## src/rtl/hue_stage2_pipe_if.sv

```systemverilog
// ============================================================================
// hue_stage2_pipe_if : valid/ready stream bundle for hue stage 2
// Revision: 1.0
// ============================================================================
`timescale 1ns/1ps
`default_nettype none

interface hue_stage2_pipe_if #(
  parameter int DATA_W = 16,
  parameter int HUE_W  = 9,
  parameter int USER_W = 8
);
  logic signed [DATA_W-1:0] i_data;
  logic [1:0]               i_function;
  logic [USER_W-1:0]        i_user;
  logic                     i_valid;
  logic                     o_ready;
  logic [HUE_W-1:0]         o_data;
  logic [USER_W-1:0]        o_user;
  logic                     o_gray;
  logic                     o_clamp;
  logic                     o_valid;
  logic                     i_ready;

  // master is the upstream source and downstream sink; slave is the stage
  modport master (
    output i_data, i_function, i_user, i_valid, i_ready,
    input  o_ready, o_data, o_user, o_gray, o_clamp, o_valid
  );

  modport slave (
    input  i_data, i_function, i_user, i_valid, i_ready,
    output o_ready, o_data, o_user, o_gray, o_clamp, o_valid
  );
endinterface

`default_nettype wire

```

## src/rtl/hue_stage2_pipe.sv

```systemverilog
// ============================================================================
// hue_stage2_pipe : ratio*60, round, sector offset, wrap to 0..359 (3 stages)
// Optional counters: define HUE_STAGE2_STATS_EN
// Revision: 1.0
// ============================================================================
`timescale 1ns/1ps
`default_nettype none

module hue_stage2_pipe #(
  parameter int DATA_W = 16,
  parameter int FRAC_W = 6,
  parameter int HUE_W  = 9,
  parameter int USER_W = 8
) (
  input  logic        i_clk,
  input  logic        i_rstn,
`ifdef HUE_STAGE2_STATS_EN
  input  logic        i_clr_stats,
  output logic [15:0] o_gray_cnt,
  output logic [15:0] o_clamp_cnt,
`endif
  hue_stage2_pipe_if.slave bus
);

  localparam int c_PROD_W = DATA_W + 7;
  localparam int c_SUM_W  = HUE_W + 2;

  localparam logic signed [DATA_W-1:0]   c_ONE     = DATA_W'(1 << FRAC_W);
  localparam logic signed [DATA_W-1:0]   c_NEG_ONE = -c_ONE;
  localparam logic signed [c_PROD_W-1:0] c_SIXTY   = c_PROD_W'(60);
  localparam logic signed [c_PROD_W-1:0] c_HALF    = c_PROD_W'(1 << (FRAC_W - 1));
  localparam logic signed [c_PROD_W-1:0] c_OFF_G   = c_PROD_W'(120);
  localparam logic signed [c_PROD_W-1:0] c_OFF_B   = c_PROD_W'(240);
  localparam logic signed [c_SUM_W-1:0]  c_FULL    = c_SUM_W'(360);

  logic                       w_adv;

  logic signed [DATA_W-1:0]   w_clamped;
  logic                       s1_clamp_d;
  logic signed [c_PROD_W-1:0] s1_prod_d;
  logic                       s1_valid_q;
  logic                       s1_clamp_q;
  logic signed [c_PROD_W-1:0] s1_prod_q;
  logic [1:0]                 s1_fn_q;
  logic [USER_W-1:0]          s1_user_q;

  logic signed [c_PROD_W-1:0] w_deg;
  logic signed [c_PROD_W-1:0] w_offset;
  logic signed [c_SUM_W-1:0]  s2_sum_d;
  logic signed [c_SUM_W-1:0]  s2_sum_q;
  logic                       s2_valid_q;
  logic                       s2_gray_q;
  logic                       s2_clamp_q;
  logic [USER_W-1:0]          s2_user_q;

  logic signed [c_SUM_W-1:0]  w_wrap;
  logic [HUE_W-1:0]           out_data_d;
  logic [HUE_W-1:0]           out_data_q;
  logic [USER_W-1:0]          out_user_q;
  logic                       out_valid_q;
  logic                       out_gray_q;
  logic                       out_clamp_q;

  // Whole pipe moves in lockstep; bubbles are kept, so only the output stage gates it
  assign w_adv       = ~out_valid_q | bus.i_ready;
  assign bus.o_ready = w_adv;

  always_comb begin
    w_clamped  = bus.i_data;
    s1_clamp_d = 1'b0;
    if (bus.i_data > c_ONE) begin
      w_clamped  = c_ONE;
      s1_clamp_d = 1'b1;
    end else if (bus.i_data < c_NEG_ONE) begin
      w_clamped  = c_NEG_ONE;
      s1_clamp_d = 1'b1;
    end
  end

  assign s1_prod_d = $signed({{7{w_clamped[DATA_W-1]}}, w_clamped}) * c_SIXTY;

  // Arithmetic shift after adding one half rounds ties toward +infinity
  assign w_deg = (s1_prod_q + c_HALF) >>> FRAC_W;

  always_comb begin
    case (s1_fn_q)
      2'd2:    w_offset = c_OFF_G;
      2'd3:    w_offset = c_OFF_B;
      default: w_offset = '0;
    endcase
  end

  assign s2_sum_d = c_SUM_W'(w_deg + w_offset);

  always_comb begin
    w_wrap = s2_sum_q;
    if (s2_sum_q[c_SUM_W-1]) begin
      w_wrap = s2_sum_q + c_FULL;
    end else if (s2_sum_q >= c_FULL) begin
      w_wrap = s2_sum_q - c_FULL;
    end
    out_data_d = s2_gray_q ? '0 : HUE_W'(w_wrap);
  end

  always_ff @(posedge i_clk or negedge i_rstn) begin
    if (!i_rstn) begin
      s1_valid_q  <= 1'b0;
      s1_clamp_q  <= 1'b0;
      s1_prod_q   <= '0;
      s1_fn_q     <= '0;
      s1_user_q   <= '0;
      s2_valid_q  <= 1'b0;
      s2_gray_q   <= 1'b0;
      s2_clamp_q  <= 1'b0;
      s2_sum_q    <= '0;
      s2_user_q   <= '0;
      out_valid_q <= 1'b0;
      out_gray_q  <= 1'b0;
      out_clamp_q <= 1'b0;
      out_data_q  <= '0;
      out_user_q  <= '0;
    end else if (w_adv) begin
      s1_valid_q  <= bus.i_valid;
      s1_clamp_q  <= s1_clamp_d;
      s1_prod_q   <= s1_prod_d;
      s1_fn_q     <= bus.i_function;
      s1_user_q   <= bus.i_user;
      s2_valid_q  <= s1_valid_q;
      s2_gray_q   <= (s1_fn_q == 2'd0);
      s2_clamp_q  <= s1_clamp_q & (s1_fn_q != 2'd0);
      s2_sum_q    <= s2_sum_d;
      s2_user_q   <= s1_user_q;
      out_valid_q <= s2_valid_q;
      out_gray_q  <= s2_gray_q;
      out_clamp_q <= s2_clamp_q;
      out_data_q  <= out_data_d;
      out_user_q  <= s2_user_q;
    end
  end

  assign bus.o_valid = out_valid_q;
  assign bus.o_data  = out_data_q;
  assign bus.o_user  = out_user_q;
  assign bus.o_gray  = out_gray_q;
  assign bus.o_clamp = out_clamp_q;

`ifdef HUE_STAGE2_STATS_EN
  logic        w_out_xfer;
  logic [15:0] gray_cnt_q;
  logic [15:0] clamp_cnt_q;

  assign w_out_xfer = out_valid_q & bus.i_ready;

  always_ff @(posedge i_clk or negedge i_rstn) begin
    if (!i_rstn) begin
      gray_cnt_q  <= '0;
      clamp_cnt_q <= '0;
    end else if (i_clr_stats) begin
      gray_cnt_q  <= '0;
      clamp_cnt_q <= '0;
    end else if (w_out_xfer) begin
      if (out_gray_q && (gray_cnt_q != 16'hFFFF)) begin
        gray_cnt_q <= gray_cnt_q + 16'd1;
      end
      if (out_clamp_q && (clamp_cnt_q != 16'hFFFF)) begin
        clamp_cnt_q <= clamp_cnt_q + 16'd1;
      end
    end
  end

  assign o_gray_cnt  = gray_cnt_q;
  assign o_clamp_cnt = clamp_cnt_q;
`endif

endmodule

`default_nettype wire

```

## src/flat_wrapper.sv

```systemverilog
// flat-port wrapper written by rule: the top's interface ports become plain ports
module hue_stage2_pipe_flat 
#(
  parameter int DATA_W = 16,
  parameter int FRAC_W = 6,
  parameter int HUE_W  = 9,
  parameter int USER_W = 8
)
  (i_clk, i_rstn, bus_i_data, bus_i_function, bus_i_user, bus_i_valid, bus_i_ready, bus_o_ready, bus_o_data, bus_o_user, bus_o_gray, bus_o_clamp, bus_o_valid);
  hue_stage2_pipe_if #(.DATA_W(DATA_W), .HUE_W(HUE_W), .USER_W(USER_W)) bus_i ();
  input  logic i_clk;
  input  logic i_rstn;
  input wire logic [$bits(bus_i.i_data)-1:0] bus_i_data;
  input wire logic [$bits(bus_i.i_function)-1:0] bus_i_function;
  input wire logic [$bits(bus_i.i_user)-1:0] bus_i_user;
  input wire logic [$bits(bus_i.i_valid)-1:0] bus_i_valid;
  input wire logic [$bits(bus_i.i_ready)-1:0] bus_i_ready;
  output wire logic [$bits(bus_i.o_ready)-1:0] bus_o_ready;
  output wire logic [$bits(bus_i.o_data)-1:0] bus_o_data;
  output wire logic [$bits(bus_i.o_user)-1:0] bus_o_user;
  output wire logic [$bits(bus_i.o_gray)-1:0] bus_o_gray;
  output wire logic [$bits(bus_i.o_clamp)-1:0] bus_o_clamp;
  output wire logic [$bits(bus_i.o_valid)-1:0] bus_o_valid;
  assign bus_i.i_data = bus_i_data;
  assign bus_i.i_function = bus_i_function;
  assign bus_i.i_user = bus_i_user;
  assign bus_i.i_valid = bus_i_valid;
  assign bus_i.i_ready = bus_i_ready;
  assign bus_o_ready = bus_i.o_ready;
  assign bus_o_data = bus_i.o_data;
  assign bus_o_user = bus_i.o_user;
  assign bus_o_gray = bus_i.o_gray;
  assign bus_o_clamp = bus_i.o_clamp;
  assign bus_o_valid = bus_i.o_valid;
  hue_stage2_pipe #(.DATA_W(DATA_W), .FRAC_W(FRAC_W), .HUE_W(HUE_W), .USER_W(USER_W)) u_core (.i_clk(i_clk), .i_rstn(i_rstn), .bus(bus_i));
endmodule
```

## config.mk

```make
export PLATFORM = sky130hd
export DESIGN_NAME = hue_stage2_pipe_flat
export DESIGN_NICKNAME = d
export VERILOG_FILES = /design/src/rtl/hue_stage2_pipe_if.sv /design/src/rtl/hue_stage2_pipe.sv /design/src/flat_wrapper.sv
export SDC_FILE = /design/constraint.sdc
export NUM_CORES = 1
export LEC_CHECK = 0
export BUFFER_PORTS_ARGS = -buffer_cell sky130_fd_sc_hd__buf_2
export CAP_MARGIN = 10
export CORE_ASPECT_RATIO = 1.25
export CORE_MARGIN = 1.5
export CORE_UTILIZATION = 47
export DETAILED_ROUTE_END_ITERATION = 12
export PLACE_DENSITY = 0.65
export SLEW_MARGIN = 5
export SYNTH_ARGS = -nofsm -noshare
export SYNTH_HDL_FRONTEND = slang
export SYNTH_SLANG_ARGS = --single-unit
```

## constraint.sdc

```tcl
create_clock -name i_clk -period 4.27 [get_ports i_clk]
set_clock_uncertainty 0.1 [all_clocks]
set_input_delay 0.854 -clock i_clk [delete_from_list [all_inputs] [get_ports i_clk]]
set_output_delay 0.854 -clock i_clk [all_outputs]
set_load 0.02 [all_outputs]
```

### Word level (Yosys, flattened, before mapping)

Cells that the tools add are included.

* flip-flop bits (word level): 69
* input bits: 30
* output and inout port bits: 21

* add/sub/neg operators: 4
* multipliers: 1
* $lt $le $gt $ge: 3
* equality and inequality tests: 2
* mux-type cells: 8
* bitwise gates (word level): 3
* reductions and logical operators: 2

Operators by type and width (count)
* two-way mux 16 bit: 2
* two-way mux 9 bit: 3
* adder 17 x 7 -> 17 bit (second input constant): 1
* > comparator 16 x 8 -> 1 bit (second input constant): 1
* < comparator 16 x 7 -> 1 bit (second input constant): 1
* multiplier 16 x 5 -> 15 bit (second input constant): 1
* one-hot mux 8 bit (2 select lines): 1
* adder 11 x 9 -> 11 bit: 1
* >= comparator 11 x 10 -> 1 bit (second input constant): 1
* adder 9 bit (second input constant): 1
* subtractor 9 bit (second input constant): 1
* == test 2 bit (second input constant): 2
* zero test 2 bit: 1
* two-way mux 1 bit: 2
* nonzero test 2 bit: 1
* bitwise AND 1 bit: 1
* NOT 1 bit: 1
* OR 1 bit: 1

### Logic depth before layout (Yosys ltp)

* word-level depth: 4
* mapped depth: 16
* mapped depth without buffers: 16

### Least setup slack after synthesis

OpenSTA, ideal clock, no wires.

* kind: input-to-reg
* from: input port bus_i_data[11]
* to: register u_core.s1_prod_q[16]
* library setup time: 0.120 ns
* data arrival time: 4.724 ns
* setup slack: -0.675 ns
* cell stages on the path: 16
* path buffers: 0
* cells stage by stage: or4_1 nor4_2 a21oi_1 nor2b_1 ha_1 xor2_1 ha_1 inv_1 fa_1 inv_1 ha_1 nor2b_1 o31a_1 o32ai_2 a21oi_1 o211a_1

* longest elaborated chain between the ends: 4
* elaborated cells between the ends (all ways): 5
* classes of those cells: mul: 1; order compare: 2; mux: 2

RTL lines
* start: declaration: RTL line flat_wrapper.sv:13 `input wire logic [$bits(bus_i.i_data)-1:0] bus_i_data;`
* < comparator 16 x 7 -> 1 bit: RTL line hue_stage2_pipe.sv:74 `end else if (bus.i_data < c_NEG_ONE) begin`
* two-way mux 16 bit: RTL line hue_stage2_pipe.sv:74
* two-way mux 16 bit (*): RTL line hue_stage2_pipe.sv:71 `if (bus.i_data > c_ONE) begin`
* multiplier 16 x 5 -> 15 bit (*): RTL line hue_stage2_pipe.sv:80 `assign s1_prod_d = $signed({{7{w_clamped[DATA_W-1]}}, w_clamped}) * c_SIXTY;`
* end signal: assignment: RTL line hue_stage2_pipe.sv:125 `s1_prod_q <= s1_prod_d;`
* end: declaration: RTL line hue_stage2_pipe.sv:43 `logic signed [c_PROD_W-1:0] s1_prod_q;`

Mark *: on every way between the ends. The rest lies on a longest branch, timed or not.
A chain may end at the register's enable or synchronous reset.

### Worst setup path in the final report

* from: input port bus_i_data[7]
* to: register u_core.s1_prod_q[16]

The elaborated chain is that of the path after synthesis.

==> flow_results.org <==
** Power and ir drop
- Sequential cells burn 34.8% of the power.
- Summed over all cells, the static leakage comes to 2.90 nW.
- Dividing total power by cell area gives a power density of 537 mW/mm².
- Proportion of power drawn by combinational gates :: 42.7%
- The analysis attributes to net switching a power of 1.25 mW.
- Internal power :: 1.91 mW
- IR analysis of the VDD net gives a maximum drop of 0.000278 V.
- The clock network burns 22.6% of the power.
- Switching power as a share of total power :: 39.7%

** Floorplan
- The die covers 0.0105 mm².
- For this configuration, the core starts out at a cell density of 48.4%.
- The die is 92.2 µm wide.
- The die is 114 µm tall.
- Pin placement for this block handled 51 I/O pins.
- The floorplan has 40 rows.
- Core Area :: 0.00966 mm²

** Timing
- Derived from the worst setup path, the maximum achievable clock frequency is 0.216 GHz.
- Worst Max-Slew Pin Slew :: 0.649 ns
- Period minus WS final :: 4.63 ns
- Once routing completed, OpenROAD measured the worst setup slack at -0.361 ns.
- Setup violations remaining at the end of the flow were counted as 9.
- Hold is met by 0.331 ns.
- Final period util :: 108%
- The hold violation total from the final report was 0.
- Unrepaired setup endpoints after global routing :: true
- Adding up every negative setup slack in the final design gives -2.58 ns.
- The count of pins over their slew limit is 0.
- The worst pin sits at a relative slew slack of 56.7%.

** Final layout
- Antenna diode count :: 0
- Synth-to-Final Area Change :: 25.9%
- Area occupied by registers :: 0.00165 mm²
- After routing the design area is 0.00588 mm².
- Net total in the final layout :: 700
- Share of cells above drive strength 1 :: 25.2%
- Area of combinational cells with multiple inputs :: 0.00295 mm²
- Filler cell count :: 843

** Routing
- Final wirelength :: 9590 µm
- Per-cell via count in the routed design :: 5.15
- DR iter-0 viols :: 228
- In the final routed layout, each cell accounts on average for 12.8 µm.
- Total vias in the final route :: 3862
- DRC violations left :: 0
- The pre-antenna-repair detailed-routing pass consisted of 4 iterations.
- Antenna Nets Post-Route :: 0

** Clock tree
- Clock tree root buffer cell :: clkbuf_16
- After clock tree synthesis, the clock-pin slew on the worst setup and hold paths is 0.06 ns.
- Counting along the longest clock path gives a buffer depth of 2.
- TritonCTS built the clock tree.
- Clock latency on the worst-skew pair :: 0.33 ns
- Hold Buf Count CTS :: 0
- The clock net in this run drives a total of 66 sinks.
- TritonCTS created 9 clock buffers.
- The H-tree was split into 3 levels.

** Yosys
- Commonest register cell after synthesis :: dfrtp_1
- The synthesized design contains 0 enable-type register cells.
- Synthesis produced 538 cells.
- The synthesized netlist occupies a cell area of 0.00467 mm².
- Synthesis produced a netlist with a net count of 619.
- Synth Register Bits :: 66
- Share of synthesized flip-flops with an asynchronous set or reset :: 100%
- Yosys printed 0 warnings.
- Mapped Avg Cell Area :: 8.68 µm²
- After synthesis, the netlist uses 58 different library cells.
- Seq/Total Area, Yosys :: 35.4%

** Critical path
- The number of buffers and inverters on the critical path is 3.
- The cell family contributing the most delay on the critical path is adder cells.
- STA classifies the critical path startpoint as an input port.
- The most numerous cell type found on the critical path is ha_1.
- Worst R2R End :: u_core.s2_sum_q[9]
- The worst setup path is of the in -> reg kind.
- Data on the critical path is required at its endpoint by 4.39 ns.
- Number of cells on the worst reg-to-reg path :: 10
- The worst register-to-register path begins at u_core.s1_prod_q[7].
- For this design, the slowest cell found on the critical path is or4_4.
- Cell-by-cell trace of the critical path :: buf_6 -> or4_4 -> nor4_4 -> a21oi_2 -> nor2b_2 -> buf_4 -> ha_1 -> ha_1 -> xor2_1 -> ha_1 -> inv_1 -> fa_2 -> nor2b_4 -> o31a_1 -> o32ai_4 -> a2111o_1 -> o211a_1
- Across all register-to-register paths, the minimum setup slack is 1.50 ns.
- Crit path arrival time :: 4.75 ns
- STA classifies the critical path endpoint as a register.
- Critical Path Fanout Max :: 5
- In this design, the stage delay of the slowest critical-path cell is 0.54 ns.

** Global routing
- Wire length of the first global-routing pass :: 16200 µm
- Number of global-route vias before repair :: 3673
- Global routing finished with a remaining overflow of 0.
- The number of antenna violations at the first check in global routing was 0.
- Global routing consumed, over all layers together, 19.0% of the routing resources.
- Entering global routing, the biggest net connects 57 pins.

** Place
- Final HPWL from detailed placement :: 6870 µm
- After detailed placement, the total cell area comes to 0.00532 mm².
- Number of buffers inserted by port buffering :: 50
- Placer's final routability congestion estimate :: 0.882

** Flow run
- Total of max-cap violations :: 0

** Status
- The flow ran to the end, but the final reports show violations.
- The checks that failed: negative setup slack.

** Worst hold path
- The tightest min-delay check is of the in -> async type.
[metal layers]
layer  routed length, µm  track usage, %  part of all wire, %
met2                5050            33.8                   53
met4                 239            8.51                  2.5
met3                 227            3.25                  2.4
met1                4080            22.5                   43
met5                   0               0                    0
[sequential cells by signal, indices dropped and copies added (netlist names)]
register	cells
u_core.bus.o_valid	1
u_core.s2_user_q	8
u_core.bus.o_clamp	1
u_core.bus.o_user	8
u_core.bus.o_gray	1
u_core.s1_prod_q	12
u_core.s2_gray_q	1
u_core.s1_valid_q	1
u_core.s2_valid_q	1
u_core.s2_clamp_q	1
u_core.s1_clamp_q	1
u_core.s1_user_q	8
u_core.s1_fn_q	2
u_core.s2_sum_q	11
u_core.bus.o_data	9
[Yosys cell counts, types with 9 or more instances]
cell type | number | area (µm²)
a21oi_1 | 24 | 120
clkbuf_1 | 19 | 71.3
dfrtp_1 | 66 | 1650
fa_1 | 18 | 360
ha_1 | 33 | 413
inv_1 | 53 | 199
nand2_1 | 131 | 492
nor2_1 | 20 | 75.1
nor3_1 | 10 | 50.1
o21ai_0 | 15 | 75.1
o31ai_1 | 9 | 67.6
xnor2_1 | 19 | 166
xor2_1 | 10 | 87.6
[per-stage QoR]
| stage | util, % | cells | setup WS, ns | total power, mW |
|---|---|---|---|---|
| CTS | 59.1 | 746 | -0.355 | 3.17 |
| global route | 60.9 | 750 | -0.557 | 3.40 |
| global placement | 55.1 | 726 | -0.648 | 2.37 |
| floorplan | - | 538 | -0.438 | 2.08 |
| detailed placement | 55.1 | 726 | -0.768 | 2.43 |
| finish | 60.9 | 750 | -0.361 | 3.16 |
[worst reg2reg max path, delay by kind of cell, from the launching register on]
kind / cells / cell delay, ns
AND/OR/NAND/NOR: 3 / 0.55
buffers and inverters: 1 / 0.08
AO/OA/AOI/OAI: 4 / 0.81
adder cells (fa/ha/maj): 1 / 0.42
flip-flops: 1 / 0.45
XOR/XNOR: 1 / 0.22
[logic make-up (layout without fill, tap and decap cells)]
family                   count (synthesis)  in the layout  synth area share [%]
XOR/XNOR                                29             29                  5.44
adder cells (fa/ha/maj)                 51             51                  16.6
multiplexers                             1              1                 0.241
buffers and inverters                   81            167                  7.07
flip-flops                              66             66                  35.4
AND/OR/NAND/NOR                        213            213                  20.6
AO/OA/AOI/OAI                           97             97                  14.8
[repair_timing]
action,4_1_cts,5_1_grt
buffers inserted,4,5
pin swaps,20,13
endpoints found under the setup margin,9,10
resized for setup,13,26
[power by group through the flow]
stage / registers, mW / logic, mW / clock network [mW]
floorplan: 1.13 / 0.957 / 0
global placement: 1.09 / 1.27 / 0
detailed placement: 1.11 / 1.32 / 0
CTS: 1.10 / 1.34 / 0.731
global route: 1.14 / 1.51 / 0.751
finish: 1.10 / 1.35 / 0.713
[layout by cell type, fill, tap and decap left out, types with 8 or more instances in the layout]
cell / netlist / layout
nand3_1: 8 / 8
inv_1: 53 / 52
clkbuf_16: 0 / 9
nor2_1: 20 / 20
xnor2_1: 19 / 18
fa_1: 18 / 17
buf_4: 0 / 44
dfrtp_1: 66 / 66
ha_1: 33 / 26
nand2_1: 131 / 131
o21ai_0: 15 / 15
xor2_1: 10 / 10
buf_2: 1 / 49
o21a_1: 8 / 8
a21oi_1: 24 / 20
[how the worst max path moves through the flow]
stage,cells after the start,start,to
after floorplan,16,bus_i_data[11],u_core.s1_prod_q[15]
after global placement,17,bus_i_data[11],u_core.s1_prod_q[16]
after detailed placement,17,bus_i_data[11],u_core.s1_prod_q[16]
after CTS,17,bus_i_data[7],u_core.s1_prod_q[16]
after global routing,18,bus_i_data[7],u_core.s1_prod_q[9]
final,17,bus_i_data[7],u_core.s1_prod_q[16]
[layout make-up]
cell class	count	area share (%)
clock buffer	11	3.96
clock inverter	5	0.936
inverter	53	3.38
multi-input combinational	391	50.2
sequential	66	28.1
tap	126	2.68
timing repair buffer	98	10.7
Note: power is estimated with default switching activity, not from simulation.
